--- src/rtl/wb_bus_arbiter_if.sv ---
// wb_bus_arbiter_if
//   Bundles the per-master request side and the shared Wishbone slave side of
//   wb_bus_arbiter into one interface.
//
//   Master k occupies bits [k*ADDR_W +: ADDR_W] of m_adr_i and
//   [k*DATA_W +: DATA_W] of m_dat_i.
//
//   Modports:
//     slave  : the arbiter's view. It is the slave of the N requesters and drives
//              the shared slave bus.
//     master : the opposite view, used by whatever drives the requesters and the
//              slave's response.
//
//   Signals:
//     m_cyc_i/m_stb_i/m_we_i  per-master request, strobe and write enable
//     m_adr_i/m_dat_i         per-master address and write data (packed)
//     m_ack_o/m_err_o         ack and timeout error, routed to the owner only
//     m_dat_o                 read data, broadcast to all masters
//     s_cyc_o..s_dat_o        shared slave request
//     s_dat_i/s_ack_i         slave response
//     grant_o                 one-hot current owner, 0 when idle
interface wb_bus_arbiter_if #(
    parameter int unsigned NUM_MASTERS = 3,
    parameter int unsigned ADDR_W      = 20,
    parameter int unsigned DATA_W      = 8
);
    logic [NUM_MASTERS-1:0]        m_cyc_i;
    logic [NUM_MASTERS-1:0]        m_stb_i;
    logic [NUM_MASTERS-1:0]        m_we_i;
    logic [NUM_MASTERS*ADDR_W-1:0] m_adr_i;
    logic [NUM_MASTERS*DATA_W-1:0] m_dat_i;
    logic [NUM_MASTERS-1:0]        m_ack_o;
    logic [NUM_MASTERS-1:0]        m_err_o;
    logic [DATA_W-1:0]             m_dat_o;
    logic                          s_cyc_o;
    logic                          s_stb_o;
    logic                          s_we_o;
    logic [ADDR_W-1:0]             s_adr_o;
    logic [DATA_W-1:0]             s_dat_o;
    logic [DATA_W-1:0]             s_dat_i;
    logic                          s_ack_i;
    logic [NUM_MASTERS-1:0]        grant_o;

    modport slave (
        input  m_cyc_i, m_stb_i, m_we_i, m_adr_i, m_dat_i, s_dat_i, s_ack_i,
        output m_ack_o, m_err_o, m_dat_o,
               s_cyc_o, s_stb_o, s_we_o, s_adr_o, s_dat_o, grant_o
    );

    modport master (
        output m_cyc_i, m_stb_i, m_we_i, m_adr_i, m_dat_i, s_dat_i, s_ack_i,
        input  m_ack_o, m_err_o, m_dat_o,
               s_cyc_o, s_stb_o, s_we_o, s_adr_o, s_dat_o, grant_o
    );
endinterface

--- src/rtl/wb_bus_arbiter.sv ---
// wb_bus_arbiter
//   Shares one Wishbone slave bus among NUM_MASTERS requesters (0 = video,
//   1 = CPU, 2 = SPI). Fixed priority with index 0 highest. A requester that has
//   waited STARVE_LIMIT cycles wins the next arbitration. The owner keeps the bus
//   for as long as it holds cyc. A strobe left unacknowledged for TIMEOUT_CYCLES
//   is terminated with a one-cycle err to the owner.
//
//   Ports:
//     clock_i    system clock
//     reset_n_i  synchronous reset, active low
//     bus        wb_bus_arbiter_if.slave (request side, slave side, grant_o)
module wb_bus_arbiter #(
    parameter int unsigned NUM_MASTERS    = 3,
    parameter int unsigned STARVE_LIMIT   = 64,
    parameter int unsigned TIMEOUT_CYCLES = 32
) (
    input logic             clock_i,
    input logic             reset_n_i,
    wb_bus_arbiter_if.slave bus
);
    localparam int unsigned ADDR_W = 20;
    localparam int unsigned DATA_W = 8;
    localparam int unsigned WAIT_W = $clog2(STARVE_LIMIT + 1);
    localparam int unsigned TO_W   = $clog2(TIMEOUT_CYCLES + 1);
    localparam logic [WAIT_W-1:0] WAIT_MAX = WAIT_W'(STARVE_LIMIT);
    localparam logic [TO_W-1:0]   TO_MAX   = TO_W'(TIMEOUT_CYCLES);

    typedef enum logic [0:0] {
        ST_IDLE,
        ST_BUSY
    } state_t;

    state_t                 state_q, state_d;
    logic [NUM_MASTERS-1:0] grant_q, grant_d;
    logic [WAIT_W-1:0]      wait_cnt_q [NUM_MASTERS];
    logic [WAIT_W-1:0]      wait_cnt_d [NUM_MASTERS];
    logic [TO_W-1:0]        to_cnt_q, to_cnt_d;
    logic                   to_flag_q, to_flag_d;

    logic                   owner_cyc, owner_stb, owner_we;
    logic [ADDR_W-1:0]      owner_adr;
    logic [DATA_W-1:0]      owner_dat;
    logic [NUM_MASTERS-1:0] starved, pick, winner;
    logic                   found;
    logic                   busy, to_fire;

    always_comb begin : owner_mux
        owner_cyc = 1'b0;
        owner_stb = 1'b0;
        owner_we  = 1'b0;
        owner_adr = '0;
        owner_dat = '0;
        for (int unsigned k = 0; k < NUM_MASTERS; k++) begin
            if (grant_q[k]) begin
                owner_cyc = bus.m_cyc_i[k];
                owner_stb = bus.m_stb_i[k];
                owner_we  = bus.m_we_i[k];
                owner_adr = bus.m_adr_i[k*ADDR_W +: ADDR_W];
                owner_dat = bus.m_dat_i[k*DATA_W +: DATA_W];
            end
        end
    end

    // Starved requesters form their own priority class; within a class the
    // lowest index wins.
    always_comb begin : winner_sel
        starved = '0;
        winner  = '0;
        found   = 1'b0;
        for (int unsigned k = 0; k < NUM_MASTERS; k++) begin
            starved[k] = bus.m_cyc_i[k] && (wait_cnt_q[k] >= WAIT_MAX);
        end
        pick = (|starved) ? starved : bus.m_cyc_i;
        for (int unsigned k = 0; k < NUM_MASTERS; k++) begin
            if (pick[k] && !found) begin
                winner[k] = 1'b1;
                found     = 1'b1;
            end
        end
    end

    always_comb begin : fsm_next
        state_d    = state_q;
        grant_d    = grant_q;
        wait_cnt_d = wait_cnt_q;
        to_cnt_d   = to_cnt_q;
        to_flag_d  = to_flag_q;
        busy       = (state_q == ST_BUSY);

        case (state_q)
            ST_IDLE: begin
                if (|bus.m_cyc_i) begin
                    state_d = ST_BUSY;
                    grant_d = winner;
                end
            end
            ST_BUSY: begin
                if (!owner_cyc) begin
                    state_d = ST_IDLE;
                    grant_d = '0;
                end
            end
            default: begin
                state_d = ST_IDLE;
                grant_d = '0;
            end
        endcase

        for (int unsigned k = 0; k < NUM_MASTERS; k++) begin
            if (!bus.m_cyc_i[k] || (!busy && winner[k])) begin
                wait_cnt_d[k] = '0;
            end else if (!(busy && grant_q[k]) && (wait_cnt_q[k] != WAIT_MAX)) begin
                wait_cnt_d[k] = wait_cnt_q[k] + WAIT_W'(1);
            end
        end

        // The counter parks at TO_MAX; to_flag_q makes err a single pulse and
        // masks the slave strobe until the owner withdraws stb. An ack in the
        // firing cycle takes precedence over err.
        to_fire = busy && owner_stb && !bus.s_ack_i && !to_flag_q && (to_cnt_q == TO_MAX);
        if (!busy || !owner_stb || bus.s_ack_i) begin
            to_cnt_d = '0;
        end else if (to_cnt_q != TO_MAX) begin
            to_cnt_d = to_cnt_q + TO_W'(1);
        end
        if (!busy || !owner_stb) begin
            to_flag_d = 1'b0;
        end else if (to_fire) begin
            to_flag_d = 1'b1;
        end

        bus.s_cyc_o = busy && owner_cyc;
        bus.s_stb_o = busy && owner_stb && !to_flag_q;
        bus.s_we_o  = busy && owner_we;
        bus.s_adr_o = busy ? owner_adr : '0;
        bus.s_dat_o = busy ? owner_dat : '0;
        bus.m_ack_o = (busy && bus.s_ack_i) ? grant_q : '0;
        bus.m_err_o = to_fire ? grant_q : '0;
        bus.m_dat_o = bus.s_dat_i;
        bus.grant_o = grant_q;
    end

    always_ff @(posedge clock_i) begin
        if (!reset_n_i) begin
            state_q    <= ST_IDLE;
            grant_q    <= '0;
            wait_cnt_q <= '{default: '0};
            to_cnt_q   <= '0;
            to_flag_q  <= 1'b0;
        end else begin
            state_q    <= state_d;
            grant_q    <= grant_d;
            wait_cnt_q <= wait_cnt_d;
            to_cnt_q   <= to_cnt_d;
            to_flag_q  <= to_flag_d;
        end
    end
endmodule

--- src/flat_wrapper.sv ---
// flat-port wrapper written by rule: the top's interface ports become plain ports
module wb_bus_arbiter_flat 
#(
    parameter int unsigned NUM_MASTERS    = 3,
    parameter int unsigned STARVE_LIMIT   = 64,
    parameter int unsigned TIMEOUT_CYCLES = 32
)
  (clock_i, reset_n_i, bus_m_cyc_i, bus_m_stb_i, bus_m_we_i, bus_m_adr_i, bus_m_dat_i, bus_s_dat_i, bus_s_ack_i, bus_m_ack_o, bus_m_err_o, bus_m_dat_o, bus_s_cyc_o, bus_s_stb_o, bus_s_we_o, bus_s_adr_o, bus_s_dat_o, bus_grant_o);
  wb_bus_arbiter_if #(.NUM_MASTERS(NUM_MASTERS)) bus_i ();
  input logic clock_i;
  input logic reset_n_i;
  input wire logic [$bits(bus_i.m_cyc_i)-1:0] bus_m_cyc_i;
  input wire logic [$bits(bus_i.m_stb_i)-1:0] bus_m_stb_i;
  input wire logic [$bits(bus_i.m_we_i)-1:0] bus_m_we_i;
  input wire logic [$bits(bus_i.m_adr_i)-1:0] bus_m_adr_i;
  input wire logic [$bits(bus_i.m_dat_i)-1:0] bus_m_dat_i;
  input wire logic [$bits(bus_i.s_dat_i)-1:0] bus_s_dat_i;
  input wire logic [$bits(bus_i.s_ack_i)-1:0] bus_s_ack_i;
  output wire logic [$bits(bus_i.m_ack_o)-1:0] bus_m_ack_o;
  output wire logic [$bits(bus_i.m_err_o)-1:0] bus_m_err_o;
  output wire logic [$bits(bus_i.m_dat_o)-1:0] bus_m_dat_o;
  output wire logic [$bits(bus_i.s_cyc_o)-1:0] bus_s_cyc_o;
  output wire logic [$bits(bus_i.s_stb_o)-1:0] bus_s_stb_o;
  output wire logic [$bits(bus_i.s_we_o)-1:0] bus_s_we_o;
  output wire logic [$bits(bus_i.s_adr_o)-1:0] bus_s_adr_o;
  output wire logic [$bits(bus_i.s_dat_o)-1:0] bus_s_dat_o;
  output wire logic [$bits(bus_i.grant_o)-1:0] bus_grant_o;
  assign bus_i.m_cyc_i = bus_m_cyc_i;
  assign bus_i.m_stb_i = bus_m_stb_i;
  assign bus_i.m_we_i = bus_m_we_i;
  assign bus_i.m_adr_i = bus_m_adr_i;
  assign bus_i.m_dat_i = bus_m_dat_i;
  assign bus_i.s_dat_i = bus_s_dat_i;
  assign bus_i.s_ack_i = bus_s_ack_i;
  assign bus_m_ack_o = bus_i.m_ack_o;
  assign bus_m_err_o = bus_i.m_err_o;
  assign bus_m_dat_o = bus_i.m_dat_o;
  assign bus_s_cyc_o = bus_i.s_cyc_o;
  assign bus_s_stb_o = bus_i.s_stb_o;
  assign bus_s_we_o = bus_i.s_we_o;
  assign bus_s_adr_o = bus_i.s_adr_o;
  assign bus_s_dat_o = bus_i.s_dat_o;
  assign bus_grant_o = bus_i.grant_o;
  wb_bus_arbiter #(.NUM_MASTERS(NUM_MASTERS), .STARVE_LIMIT(STARVE_LIMIT), .TIMEOUT_CYCLES(TIMEOUT_CYCLES)) u_core (.clock_i(clock_i), .reset_n_i(reset_n_i), .bus(bus_i));
endmodule
--- config.mk ---
export PLATFORM = sky130hd
export DESIGN_NAME = wb_bus_arbiter_flat
export DESIGN_NICKNAME = d
export VERILOG_FILES = /design/src/rtl/wb_bus_arbiter_if.sv /design/src/rtl/wb_bus_arbiter.sv /design/src/flat_wrapper.sv
export SDC_FILE = /design/constraint.sdc
export NUM_CORES = 1
export LEC_CHECK = 0
export ABC_AREA = 1
export CORE_AREA = 2 2 105 77
export CTS_BUF_LIST = sky130_fd_sc_hd__clkbuf_8
export DETAILED_ROUTE_END_ITERATION = 6
export DIE_AREA = 0 0 107 79
export PLACE_DENSITY = 0.78
export SYNTH_ARGS = -nofsm -noshare
export SYNTH_HDL_FRONTEND = slang
export SYNTH_SLANG_ARGS = --single-unit
--- constraint.sdc ---
create_clock -name clock_i -period 1.3 [get_ports clock_i]
set_input_delay 0.39 -clock clock_i [delete_from_list [all_inputs] [get_ports clock_i]]
set_output_delay 0.39 -clock clock_i [all_outputs]
set_load 0.05 [all_outputs]
# After elaboration in Yosys (flattened, before gate mapping)
# Index checks and enable logic that the tools add are counted.
# word_totals
inputBits,104
reg_bits,32
# op_classes
eq_ne,7
n_bitwise,2
order_cmp,3
mux,30
n_reduce_logical,47
n_addsub,4
# ops
operator,count
20-bit 2-to-1 mux,4
8-bit 2-to-1 mux,4
1-bit logical AND,22
7-bit by 1-bit adder with 7-bit output (second input constant),3
7-bit >= comparator (second input constant),3
7-bit != test (second input constant),3
1-bit 2-to-1 mux,15
3-bit 2-to-1 mux,5
1-bit zero test,12
2-bit OR reduction,5
6-bit by 1-bit adder with 6-bit output (second input constant),1
6-bit equality test (second input constant),1
6-bit != test (second input constant),1
3-bit one-hot mux with 2 select lines,1
3-bit OR reduction,2
1-bit logical OR,5
2-bit by 1-bit != test with 1-bit output (second input constant),1
2-bit != test (second input constant),1
1-bit inverter,2
1-bit one-hot mux with 2 select lines,1
2-bit AND reduction,1

# Longest topological paths before layout
# Gate-level depths: netlist of run 1.
# depth
word_depth,14
mapped_depth,11
ltp_nobuf,11

# Least setup slack after synthesis of run 1
# OpenSTA, ideal clock, no wires.
# synth_timing
path_type,reg2out
from,reg u_core.grant_q[2] (netlist: u_core.bus.grant_o[2])
to,out bus_m_err_o[2]
stages_incl_launch_ff,5
arrival_time_ns,2.638
slack_ns,-1.728
cell_sequence,dfxtp_1 -> buf_2 -> inv_2 -> clkbuf_1 -> nor4_1
# synth_between
elab_chain_cells,6
# synth_lines
item,line_no,text
start: declaration,wb_bus_arbiter.sv:34,"logic [NUM_MASTERS-1:0] grant_q, grant_d;"
start signal: assignment,wb_bus_arbiter.sv:152,grant_q <= grant_d;
1-bit 2-to-1 mux,wb_bus_arbiter.sv:54,if (grant_q[k]) begin
1-bit logical AND (4 in series),wb_bus_arbiter.sv:120,to_fire = busy && owner_stb && !bus.s_ack_i && !to_flag_q && (to_cnt_q == TO_MAX);
3-bit 2-to-1 mux (*),wb_bus_arbiter.sv:138,bus.m_err_o = to_fire ? grant_q : '0;
end: declaration,flat_wrapper.sv:20,output wire logic [$bits(bus_i.m_err_o)-1:0] bus_m_err_o;
# Mark *: on every way between the ends. The rest lies on a longest branch, timed or not.

# Worst setup path after layout of run 1
# layout_timing
from,reg u_core.grant_q[0] (netlist: u_core.bus.grant_o[0])
to,out bus_m_err_o[1]
# layout_between
elab_chain_cells,8
# layout_lines
item,line_no
1-bit 2-to-1 mux (3 in series),wb_bus_arbiter.sv:54
1-bit logical AND (4 in series),wb_bus_arbiter.sv:120
3-bit 2-to-1 mux,wb_bus_arbiter.sv:138
# No other way between the ends.

==> results.json, run 1 <==
{
  "status": "finished with violations",
  "violations": "setup timing",
  "slew_headroom_pct": 68.4,
  "min_period_over_period_pct": 159,
  "drv_slew": 0,
  "maxCapViolations": 0,
  "power_density_nw_per_um2": 558,
  "drive_above_1_share_pct": 53.0,
  "avgSynthCellArea_sq_um": 5.98,
  "cts.reportedPaths.clkPinSlew_ps": 90,
  "wl_um": 18600,
  "crit_type": "reg2out",
  "gp_congestion": 0.882,
  "grt_pass1_wl_um": 21000,
  "ff2ff_setup_slack_ps": -360,
  "hp-class": "reg2reg",
  "antenna_found_initial": 0,
  "finalWorstSetupSlack_ps": -768,
  "root_buffer": "clkbuf_8",
  "layout_common_cells": "88 x clkdlybuf4s50_1, 61 x buf_4, 49 x buf_12, 47 x nand2_1",
  "synth_area_sq_um": 2610,
  "dieHeight_um": 79,
  "cp_data_arrival_time_ps": 1680,
  "p_sw_mw": 1.41,
  "required_ps": 910,
  "cts_buffers": 5,
  "cp-end-kind": "output port",
  "power.internal_mw": 2.35,
  "coreArea_sq_um": 7530,
  "pwr-share-clk_pct": 23.0,
  "cp-start-kind": "flop",
  "clock_sinks": 32,
  "ys_types": 28,
  "final_area_sq_um": 6760,
  "syn2layout_area_growth_pct": 159,
  "multi_input_area_sq_um": 2770,
  "swShare_pct": 37.5,
  "place_area_sq_um": 5310,
  "fp.dieW_um": 107,
  "clock_skew_ps": 22.2,
  "ys_ff_latch": 32,
  "finalHoldViolCount": 0,
  "layout_commonest_cell": "clkdlybuf4s50_1",
  "leakagePower_nw": 2.74,
  "seq_area_sq_um": 669,
  "initial_core_util_pct": 34.6,
  "synth-seq-area-share_pct": 24.6,
  "yosysWarningCount": 0,
  "comb_power_share_pct": 50.1,
  "insertion_delay_ps": 310,
  "first_global_vias": 4178,
  "vdd_drop_max_mv": 0.854,
  "synth_cells": 436,
  "nets": 770,
  "track_usage_pct": 31.4,
  "drc": 0,
  "drt_iter0_drc": 435,
  "dieArea_sq_um": 8450,
  "finalSetupViolCount": 72,
  "wl_per_cell_um": 24.5,
  "hpwl_um": 8440,
  "overflow": 0,
  "grt_setup_unrepaired": "yes",
  "worst_pin_slew_ps": 470,
  "path_max_fanout": 5,
  "viasPerCell": 6.03,
  "syn-num-nets": 548,
  "dr.pass1.iters": 5,
  "h-tree-depth": 2,
  "fin_crit_ps": 2070,
  "fmax_ghz": 0.484,
  "io_pins": 152,
  "finalSetupTns_ps": -31820,
  "final_antenna_net_count": 0,
  "clockBufferDepth": 2,
  "pwr-share-seq_pct": 27.0,
  "nFillCells": 274,
  "cts_tree": "done",
  "grt_max_degree": 23,
  "rows": 27,
  "port_buffers": 135,
  "vias": 4588,
  "cts_hold_buf": 0,
  "dp_slack_ps": -833
}
## layer usage
| layer | global-route usage (%) | routed length (um) |
|---|---|---|
| met4 | 16.9 | 1700 |
| met3 | 7.72 | 2020 |
| met5 | 0 | 0 |
| met1 | 33.7 | 6170 |
| met2 | 57.2 | 8740 |
## final timing paths
path                                         endpoint                  start  depth (start not counted)
worst max register to register  u_core.wait_cnt_q[11]   u_core.wait_cnt_q[8]                         10
worst min register to register  u_core.wait_cnt_q[15]  u_core.wait_cnt_q[15]                          2
worst min-delay path            u_core.wait_cnt_q[15]  u_core.wait_cnt_q[15]                          2
worst max-delay path                   bus_m_err_o[1]  u_core.bus.grant_o[0]                          7
## repair_timing
action / in CTS / in global routing
gates resized for setup: 115 / 173
pin swaps: 34 / 61
endpoints found under the setup margin: 71 / 72
gates cloned: 3 / 4
buffers inserted: 21 / 24
## critical path: stages, from the launching register on
cell,delay [ps]
dfxtp_4,390
inv_4,50
nor2_4,190
nand2_2,90
nand2_2,110
nand2_4,110
nor4_4,240
buf_12,180
## registers in the layout, summed over array words and instances, names as in the netlist
register / flops
u_core.wait_cnt_q: 21
u_core.bus.grant_o: 3
u_core.to_flag_q: 1
u_core.to_cnt_q: 6
u_core.busy: 1
## power groups by stage
stage,clock (mW),combinational [mW],sequential (mW)
5_1_grt,0.883,1.94,1.01
2_1_floorplan,0,0.638,1.04
3_5_place_dp,0,1.36,1.03
3_3_place_gp,0,1.33,1.03
4_1_cts,0.791,1.56,1.01
6_report,0.866,1.89,1.02
## cell families after synthesis
group           Yosys count  share of synthesized area, %
fa+ha+maj                 8                          3.84
xor+xnor                 10                          3.36
compound gates          117                          23.3
simple gates            192                          32.1
flops                    32                          24.6
buf+inv                  77                          12.8
## metrics by stage
stage | instances | power, mW | util, % | hold WS, ps
final | 761 | 3.77 | 89.7 | 543
after global routing | 760 | 3.84 | 89.7 | 555
after CTS | 744 | 3.36 | 79.4 | 510
after detailed placement | 712 | 2.39 | 70.5 | 500
after global placement | 712 | 2.36 | 70.5 | 480
after floorplan | 436 | 1.68 | - | 468
## cell type report
| class | instances | area share, % |
|---|---|---|
| antenna | 1 | 0.0370 |
| clock buffer | 6 | 1.22 |
| clock inverter | 2 | 0.111 |
| inverter | 51 | 3.46 |
| multi-input combinational | 328 | 40.9 |
| sequential | 32 | 9.91 |
| tap | 101 | 1.87 |
| timing repair buffer | 240 | 42.5 |
## synthesized netlist by cell type
cell | n | share of area (%)
nor2_1 | 43 | 6.2
nand3b_1 | 1 | 0.29
o21a_1 | 1 | 0.29
nand2_1 | 105 | 15
a21oi_2 | 3 | 1.0
nor2_4 | 2 | 0.86
o21ai_0 | 37 | 7.1
dfxtp_1 | 32 | 25
o21bai_1 | 2 | 0.58
nand3_2 | 2 | 0.77
inv_1 | 48 | 6.9
clkbuf_1 | 10 | 1.4
a21boi_0 | 1 | 0.29
nand2_2 | 6 | 1.4
buf_4 | 11 | 3.2
nor4_1 | 3 | 0.72
buf_1 | 2 | 0.29
nand4_1 | 11 | 2.6
nor3_2 | 1 | 0.38
buf_2 | 3 | 0.58
a21oi_1 | 73 | 14
nand3_1 | 16 | 3.1
nor3_1 | 1 | 0.19
inv_2 | 3 | 0.43
nand2_4 | 1 | 0.43
xnor2_1 | 3 | 1.0
ha_1 | 8 | 3.8
xor2_1 | 7 | 2.4
(Power assumes the default switching activity.)
==> run 2: changes to the inputs <==
ABC_AREA = not set   (was 1)
CORE_AREA = 2 2 104 76   (was 2 2 105 77)
DIE_AREA = 0 0 106 78   (was 0 0 107 79)
PLACE_DENSITY = not set   (was 0.78)
PLACE_DENSITY_LB_ADDON = 0.3   (was not set)
==> run 2 against run 1 <==
The flow still finishes with violations (setup timing). Core utilization shrank 2.7 points. Die area shrank 2.2%. Total power down 6.3%. First-iteration DRC count down 41%. Global-route usage is 3.8 points lower. Area after synthesis down 5.0%. Critical path type unchanged. Largest cell class is now multi-input gates. Largest power group unchanged.
==> results.json, run 2 <==
{
  "layout_common_cells": "88 x clkdlybuf4s50_1, 48 x buf_4, 47 x buf_12, 33 x nor3_4, 27 x nor2b_1",
  "ys.flop_type": "dfxtp_1",
  "yosysWarningCount": 0,
  "worst_pin_slew_ps": 685,
  "finalSetupViolCount": 72,
  "clockBufferDepth": 2,
  "vias": 3392,
  "cts_tree": "done",
  "whs_ps": 512,
  "synth_area_sq_um": 2470,
  "leakagePower_nw": 2.28,
  "async_reset_ff_share_pct": 0,
  "hpwl_um": 7570,
  "path_max_fanout": 6,
  "cp_slowest_cell": "dfxtp_4",
  "hp-class": "reg2reg",
  "post-route-util_pct": 87.0,
  "gp_congestion": 0.878,
  "regMostFlops": "u_core.wait_cnt_q",
  "nets": 620,
  "synthTopCellsByCount": "32 x dfxtp_1, 31 x nor2b_1, 31 x nor3_1",
  "vdd_drop_max_mv": 0.457,
  "cts.reportedPaths.clkPinSlew_ps": 80,
  "drt_iter0_drc": 256,
  "synth_area_leaders": "dfxtp_1 26%, a221oi_1 10%, nor2b_1 7.8%, nor3_1 6.3%, xnor2_1 5.3%",
  "wl_per_cell_um": 23.6,
  "coreArea_sq_um": 7190,
  "use_met1_pct": 32.1,
  "overflow": 0,
  "synth-seq-area-share_pct": 25.9,
  "synth_most_common_cell": "dfxtp_1",
  "crit_type": "reg2out",
  "clock_skew_ps": 7.20,
  "largest_reg_flops": 21,
  "final_antenna_net_count": 0,
  "cp_data_arrival_time_ps": 1740,
  "synth_cells": 312,
  "layout_commonest_cell": "clkdlybuf4s50_1",
  "h-tree-depth": 2,
  "first_global_vias": 3320,
  "nFillCells": 294,
  "required_ps": 910,
  "crit_chain": "nor2b_4 > buf_12 > clkbuf_16 > a221oi_2 > buf_4 > nor3_4 > buf_12",
  "ys_types": 52,
  "grt_use_met3_pct": 5.71,
  "finalWorstSetupSlack_ps": -833,
  "maxCapViolations": 0,
  "ys_ff_latch": 32,
  "root_buffer": "clkbuf_8",
  "antenna_found_initial": 0,
  "drv_slew": 0,
  "dr.pass1.iters": 4,
  "syn2layout_area_growth_pct": 153,
  "status": "finished with violations",
  "crit_top_cell": "buf_12",
  "max_stage_delay_ps": 380,
  "violations": "setup timing",
  "wl_um": 14300,
  "initial_core_util_pct": 34.4,
  "clock_sinks": 32,
  "cp-start-kind": "flop",
  "synth_largest_area_cell": "dfxtp_1",
  "drc": 0,
  "grt_pass1_wl_um": 17900,
  "port_buffers": 135,
  "insertion_delay_ps": 300,
  "grt-busiest-layer": "met2",
  "synth_edf_count": 0,
  "synth_top_area_share_pct": 25.9,
  "globalRouteMet2Util_pct": 51.9,
  "syn-num-nets": 424,
  "slew_headroom_pct": 53.9,
  "finalHoldViolCount": 0,
  "dieArea_sq_um": 8270,
  "cp-end-kind": "output port",
  "io_pins": 152,
  "drive_above_1_share_pct": 52.1,
  "fp.dieW_um": 106,
  "dieHeight_um": 78,
  "rows": 26,
  "cts_buffers": 5,
  "viasPerCell": 5.59,
  "cts_hold_buf": 0,
  "fin_crit_ps": 2130,
  "avgSynthCellArea_sq_um": 7.93,
  "dp_slack_ps": -882,
  "fmax_ghz": 0.469,
  "power_density_nw_per_um2": 564,
  "antenna_cells": 0,
  "track_usage_pct": 27.7,
  "grt_max_degree": 38,
  "min_period_over_period_pct": 164,
  "grt_setup_unrepaired": "yes"
}
[run 2: power by group]
part	internal, mW	switching [mW]
Clock	0.375	0.437
Sequential	0.993	0.0207
Combinational	0.878	0.828
Total	2.24	1.29
[run 2: final timing paths]
kind	slack (ps)	cells after the start	from	end
worst max-delay path	-830	7	u_core.bus.grant_o[1]	bus_s_adr_o[11]
worst min-delay path	510	2	u_core.wait_cnt_q[1]	u_core.wait_cnt_q[1]
worst max register to register	-460	5	u_core.busy	u_core.bus.grant_o[2]
worst min register to register	510	2	u_core.wait_cnt_q[1]	u_core.wait_cnt_q[1]
[run 2: metrics by stage]
step / cell area, sq um / power [mW] / std cells / setup TNS (ps)
final: 6250 / 3.53 / 607 / -32760
after global routing: 6250 / 3.63 / 607 / -35260
after CTS: 5820 / 3.31 / 612 / -28550
after detailed placement: 5160 / 2.36 / 592 / -38370
after global placement: 5160 / 2.33 / 592 / -36830
after floorplan: 2870 / 1.66 / 312 / -20300
[run 2: worst max-delay path: cells and delay by family (launching register included)]
kind            cells  cell delay (ps)
compound gates      1               70
buf+inv             4              620
flops               1              380
simple gates        2              360
[run 2: per-layer routing]
layer  routed length [um]  up-vias
met1                 5540     1657
met5                    0        -
met2                 7440      172
li1                     -     1516
met3                  804       47
met4                  531        0
[run 2: final cells by class]
class	instances	area (sq um)	area share [%]
Timing Repair Buffer	216	2600	41.5
Tap cell	98	123	1.96
Inverter	14	52.6	0.840
Multi-Input combinational cell	239	2740	43.7
Sequential cell	32	658	10.5
Clock buffer	5	68.8	1.10
Clock inverter	3	18.8	0.300
[run 2: kinds of logic after synthesis]
kind of cell | after synthesis | share of synthesized area [%]
buf+inv | 41 | 8.34
mux | 3 | 1.21
flops | 32 | 25.9
simple gates | 147 | 32.6
compound gates | 60 | 20.5
fa+ha+maj | 8 | 4.04
xor+xnor | 21 | 7.43
[run 2: repair_timing]
action	4_1_cts	5_1_grt
endpoints found under the hold margin	0	0
gates resized for setup	87	83
setup buffers	16	21
pin swaps	38	49
cloned	3	1
endpoints found under the setup margin	72	72
